### config.mk
export PLATFORM = sky130hd
export DESIGN_NAME = hazard_forward_unit
export DESIGN_NICKNAME = d
export VERILOG_FILES = /design/src/rtl/hazard_forward_unit.sv
export SDC_FILE = /design/constraint.sdc
export NUM_CORES = 1
export LEC_CHECK = 0
export BUFFER_PORTS_ARGS = -buffer_cell sky130_fd_sc_hd__clkbuf_2
export CORE_ASPECT_RATIO = 0.75
export CORE_MARGIN = 2
export CORE_UTILIZATION = 30
export CTS_BUF_LIST = sky130_fd_sc_hd__clkbuf_8
export DETAILED_ROUTE_END_ITERATION = 10
export MAX_ROUTING_LAYER = met4
export PLACE_DENSITY_LB_ADDON = 0.25
export SETUP_SLACK_MARGIN = 0.15
export SYNTH_ARGS = -nofsm -noshare
export SYNTH_HDL_FRONTEND = slang
export SYNTH_SLANG_ARGS = --single-unit
### constraint.sdc
create_clock -name clk -period 3.4 [get_ports clk]
set_clock_uncertainty 0.1 [all_clocks]
set_input_delay 0.17 -clock clk [delete_from_list [all_inputs] [get_ports clk]]
set_output_delay 0.17 -clock clk [all_outputs]
set_load 0.05 [all_outputs]
### src/rtl/hazard_forward_unit.sv
`default_nettype none
// ============================================================================
//  Module      : hazard_forward_unit
//  Description : Decode-stage hazard detection and operand forwarding for an
//                in-order pipeline. In-flight register writers are tracked in
//                a DEPTH-entry shift register. The unit produces the stall,
//                issue and per-operand forward selects, and counts stall
//                cycles with a saturating counter.
//  Revision    : 1.0 - initial release
// ============================================================================
module hazard_forward_unit #(
   parameter int REG_ADDR_W  = 4,
   parameter int DEPTH       = 3,
   parameter int LOAD_LAT    = 2,
   parameter int ZERO_REG_EN = 1,
   parameter int CNT_W       = 16,
   parameter int SEL_W       = $clog2(DEPTH + 1)
) (
   input  logic                  clk,
   input  logic                  rst_n,
   input  logic                  id_valid,
   input  logic [REG_ADDR_W-1:0] id_rs,
   input  logic [REG_ADDR_W-1:0] id_rt,
   input  logic                  id_use_rs,
   input  logic                  id_use_rt,
   input  logic [REG_ADDR_W-1:0] id_dst,
   input  logic                  id_reg_write,
   input  logic                  id_is_load,
   input  logic                  id_flush,
   input  logic                  mem_hold,
   output logic                  issue,
   output logic                  stall_id,
   output logic [SEL_W-1:0]      fwd_rs_sel,
   output logic [SEL_W-1:0]      fwd_rt_sel,
   output logic [DEPTH-1:0]      stage_valid,
   output logic [CNT_W-1:0]      stall_count
);

   // Tracked entries; index k is the stage k cycles after decode.
   logic [DEPTH:1]                  r_valid;
   logic [DEPTH:1]                  r_is_load;
   logic [DEPTH:1][REG_ADDR_W-1:0]  r_dst;
   logic [CNT_W-1:0]                r_stall_cnt;

   logic [SEL_W-1:0] w_rs_sel;
   logic [SEL_W-1:0] w_rt_sel;
   logic             w_rs_wait;
   logic             w_rt_wait;
   logic             w_rs_zero;
   logic             w_rt_zero;
   logic             w_hazard;
   logic             w_stall;
   logic             w_issue;

   assign w_rs_zero = (ZERO_REG_EN != 0) && (id_rs == '0);
   assign w_rt_zero = (ZERO_REG_EN != 0) && (id_rt == '0);

   // Youngest-match search per operand: scan oldest to youngest so the lowest k wins.
   always_comb begin
      w_rs_sel  = '0;
      w_rt_sel  = '0;
      w_rs_wait = 1'b0;
      w_rt_wait = 1'b0;
      for (int k = DEPTH; k >= 1; k--) begin
         if (id_use_rs && !w_rs_zero && r_valid[k] && (r_dst[k] == id_rs)) begin
            w_rs_sel  = SEL_W'(k);
            w_rs_wait = r_is_load[k] && (k < LOAD_LAT);
         end
         if (id_use_rt && !w_rt_zero && r_valid[k] && (r_dst[k] == id_rt)) begin
            w_rt_sel  = SEL_W'(k);
            w_rt_wait = r_is_load[k] && (k < LOAD_LAT);
         end
      end
   end

   // Flush overrides both hazard and memory hold; everything is quiet in reset.
   assign w_hazard = id_valid && (w_rs_wait || w_rt_wait);
   assign w_stall  = rst_n && (w_hazard || mem_hold) && !id_flush;
   assign w_issue  = rst_n && id_valid && !w_stall && !id_flush;

   assign issue       = w_issue;
   assign stall_id    = w_stall;
   // A not-yet-ready match has nothing valid to forward, so it reports 0.
   assign fwd_rs_sel  = (!rst_n || w_rs_wait) ? '0 : w_rs_sel;
   assign fwd_rt_sel  = (!rst_n || w_rt_wait) ? '0 : w_rt_sel;
   assign stage_valid = r_valid;
   assign stall_count = r_stall_cnt;

   // Writer tracking: shift one stage per cycle unless memory freezes the pipeline.
   always_ff @(posedge clk or negedge rst_n) begin
      if (!rst_n) begin
         r_valid   <= '0;
         r_is_load <= '0;
         r_dst     <= '0;
      end else if (!mem_hold) begin
         for (int k = DEPTH; k >= 2; k--) begin
            r_valid[k]   <= r_valid[k-1];
            r_is_load[k] <= r_is_load[k-1];
            r_dst[k]     <= r_dst[k-1];
         end
         r_valid[1]   <= w_issue && id_reg_write;
         r_is_load[1] <= w_issue && id_reg_write && id_is_load;
         r_dst[1]     <= id_dst;
      end
   end

   // Saturating count of stalled decode cycles.
   always_ff @(posedge clk or negedge rst_n) begin
      if (!rst_n) begin
         r_stall_cnt <= '0;
      end else if (w_stall && (r_stall_cnt != {CNT_W{1'b1}})) begin
         r_stall_cnt <= r_stall_cnt + CNT_W'(1);
      end
   end

endmodule
`default_nettype wire

==> impl_metrics.tcl <==
set metrics [dict create \
    outcome "complete, no violations" \
    place_area_um2 2210 \
    synth_commonest_cells "dfrtp_1, xor2_1, mux2_2, xnor2_1, nand2_1" \
    synth_most_common_cell "dfrtp_1" \
    rsz0062_at_grt "false" \
    fin_nets 240 \
    max_stage_delay_ns 0.44 \
    tightestPinTransition_ns 0.847 \
    vias 1432 \
    reg2reg_depth 6 \
    critPathArrivalTime_ns 2.28 \
    grt_overflow 0 \
    synth_nets 190 \
    grt_pass1_vias 1424 \
    synth_top_area_share_pct 42.2 \
    min_period_ns 2.55 \
    crit_path_top_delay_cell "dfrtp_1" \
    dieHeight_um 72.9 \
    synth-seq-cells 32 \
    drtAntennaViolNets 0 \
    yosys.area.top_type "dfrtp_1" \
    yosysSeqAreaShare_pct 42.2 \
    syn_avg_cell_area_um2 11.3 \
    gp_congestion 0.927 \
    cts_buffers 5 \
    grt.total_usage_pct 13.4 \
    maxCapViolCount 0 \
    drc 0 \
    setup-tns-final_ns 0 \
    post-route-period-util_pct 75.0 \
    finalInstanceArea_um2 2340 \
    ioPinCount 46 \
    viasPerCell 4.77 \
    antenna_found_initial 0 \
    dieArea_um2 6980 \
    p_leak_nw 1.06 \
    hp-class "in -> reg" \
    routedWlPerCell_um 13.9 \
    start_util_pct 30.6 \
    clkTransAtPathRegs_ns 0.07 \
    utilization_pct 37.8 \
    drt_iter0_drc 63 \
    cts_root_buf "clkbuf_8" \
    place_inst 291 \
    coreArea_um2 6190 \
    area_growth_pct 23.5 \
    htree_levels 2 \
    cp.required_ns 3.13 \
    clockBufferDepth 2 \
    diodes 0 \
    holdPathStages 2 \
    post_cts_buffers 0 \
    synth_edf_count 0 \
    ys_types 36 \
    worst-setup-path-type "reg -> out" \
    synth_area_um2 1900 \
    async_flop_share_pct 100 \
    vdd_ir_drop_max_mv 0.192 \
    multi_input_area_um2 1050 \
    hold_viol 0 \
    stdcell_count 300 \
    cp_cell_sequence "xnor2_1 > nand3_1 > nor3_2 > o211ai_2 > nand2_1 > clkbuf_2" \
    syn_inst 168 \
    dr.pass1.iters 4 \
    dieWidth_um 95.8 \
    synthTopCellsByArea "dfrtp_1, xor2_1, mux2_2, xnor2_1, a211oi_1" \
    end_kind "primary output" \
    grt_first_pass_wirelength_um 6930 \
    grt_max_degree 38 \
    max_slew_margin_pct 43.3 \
    synth-main-ff-cell "dfrtp_1" \
    ys_warn_count 0 \
    rows 25 \
    crit_fanout 16 \
    power.density_nw_per_um2 551 \
    critPathLaunchType "register" \
    dp.final_hpwl_um 3110 \
    layout-drive-gt1-share_pct 38.4 \
    fin_hold_ws_ns 0.0220 \
    timing.fmax_ghz 0.392 \
    io_buffer_count 45 \
    regArea_um2 801 \
    setup_viol 0 \
    fillers 627 \
    cts_tree "built" \
    cts.sink_count 32 \
    drt-total-wl_um 4180 \
    slew_violations 0 \
    insertion_delay_ns 0.28 \
]
path summary, 6_finish.rpt:
path / start / to / slack (ns)
max: r_dst[1] / stall_id / 0.85
min: id_dst[0] / r_dst[0] / 0.02
max reg2reg: r_dst[1] / stall_count[12] / 0.93
min reg2reg: stall_count[15] / stall_count[15] / 0.40
max in group asynchronous: rst_n / r_dst[9] / 2.48
min in group asynchronous: rst_n / stall_count[9] / 0.40
layout by cell type (no fill, tap or decap), types with 2 or more instances in the layout:
cell / Yosys / final
xor2_1: 23 / 23
dfrtp_1: 32 / 32
nor4_1: 4 / 4
nand4_1: 3 / 3
a211oi_1: 8 / 8
nand2_1: 11 / 11
and3_1: 5 / 5
a21oi_1: 2 / 2
and2_1: 3 / 3
a211oi_2: 3 / 3
nor2_1: 3 / 3
buf_4: 1 / 2
clkbuf_2: 0 / 45
nor3b_1: 2 / 2
mux2_2: 16 / 16
mux2i_1: 2 / 2
o41ai_2: 2 / 2
clkbuf_8: 0 / 7
inv_1: 5 / 5
o21ai_0: 2 / 2
nor3_2: 2 / 2
nand3_1: 7 / 7
nand2b_1: 2 / 2
xnor2_1: 15 / 15
and4_4: 2 / 2
layer usage:
| metal | up-vias | part of all wire (%) | GRT usage, % |
|---|---|---|---|
| li1 | 702 | - | - |
| met1 | 710 | 48 | 17.7 |
| met2 | 18 | 48 | 20.2 |
| met3 | 2 | 3.1 | 3.31 |
| met4 | 0 | 0.77 | 4.29 |
| met5 | - | 0 | - |
final cells by class:
cell class | count | area share [%]
inverter | 5 | 0.801
sequential | 32 | 34.2
timing repair buffer | 48 | 10.7
tap | 81 | 4.32
multi-input combinational | 126 | 44.6
clock buffer | 7 | 4.11
clock inverter | 1 | 1.28
where the power goes:
part / internal (mW) / switching (mW)
Combinational: 0.123 / 0.250
Sequential: 0.442 / 0.0767
Clock: 0.259 / 0.141
Total: 0.824 / 0.467
flip-flops by register name (all words and copies together) (netlist names):
signal	flops
r_dst	12
stall_count	16
stage_valid	3
r_is_load	1
logic make-up after synthesis:
logic type / after synthesis / share of synthesized area [%]
AOI/OAI and AO/OA: 21 / 11.2
xor gates and xnor gates: 38 / 17.5
adders and majority gates: 1 / 0.660
buffers and inverters: 10 / 2.64
DFF: 32 / 42.2
muxes: 18 / 10.6
and+or+nand+nor: 48 / 15.2
per-stage QoR:
stage / power [mW] / setup WS (ns)
2_1_floorplan: 0.794 / 0.982
5_1_grt: 1.36 / 0.648
4_1_cts: 1.31 / 0.867
6_report: 1.29 / 0.850
3_3_place_gp: 0.901 / 0.984
3_5_place_dp: 0.904 / 0.988
worst max-delay path, delay by kind of cell (launching register included):
family                    cells  cell delay (ns)
and+or+nand+nor               3             0.67
DFF                           1             0.44
AOI/OAI and AO/OA             1             0.40
buffers and inverters         1             0.29
xor gates and xnor gates      1             0.20
repair_timing:
action,4_1_cts,5_1_grt
gates resized for setup,0,0
hold buffers,1,0
endpoints found under the hold margin,32,0
(Power assumes the default switching activity.)
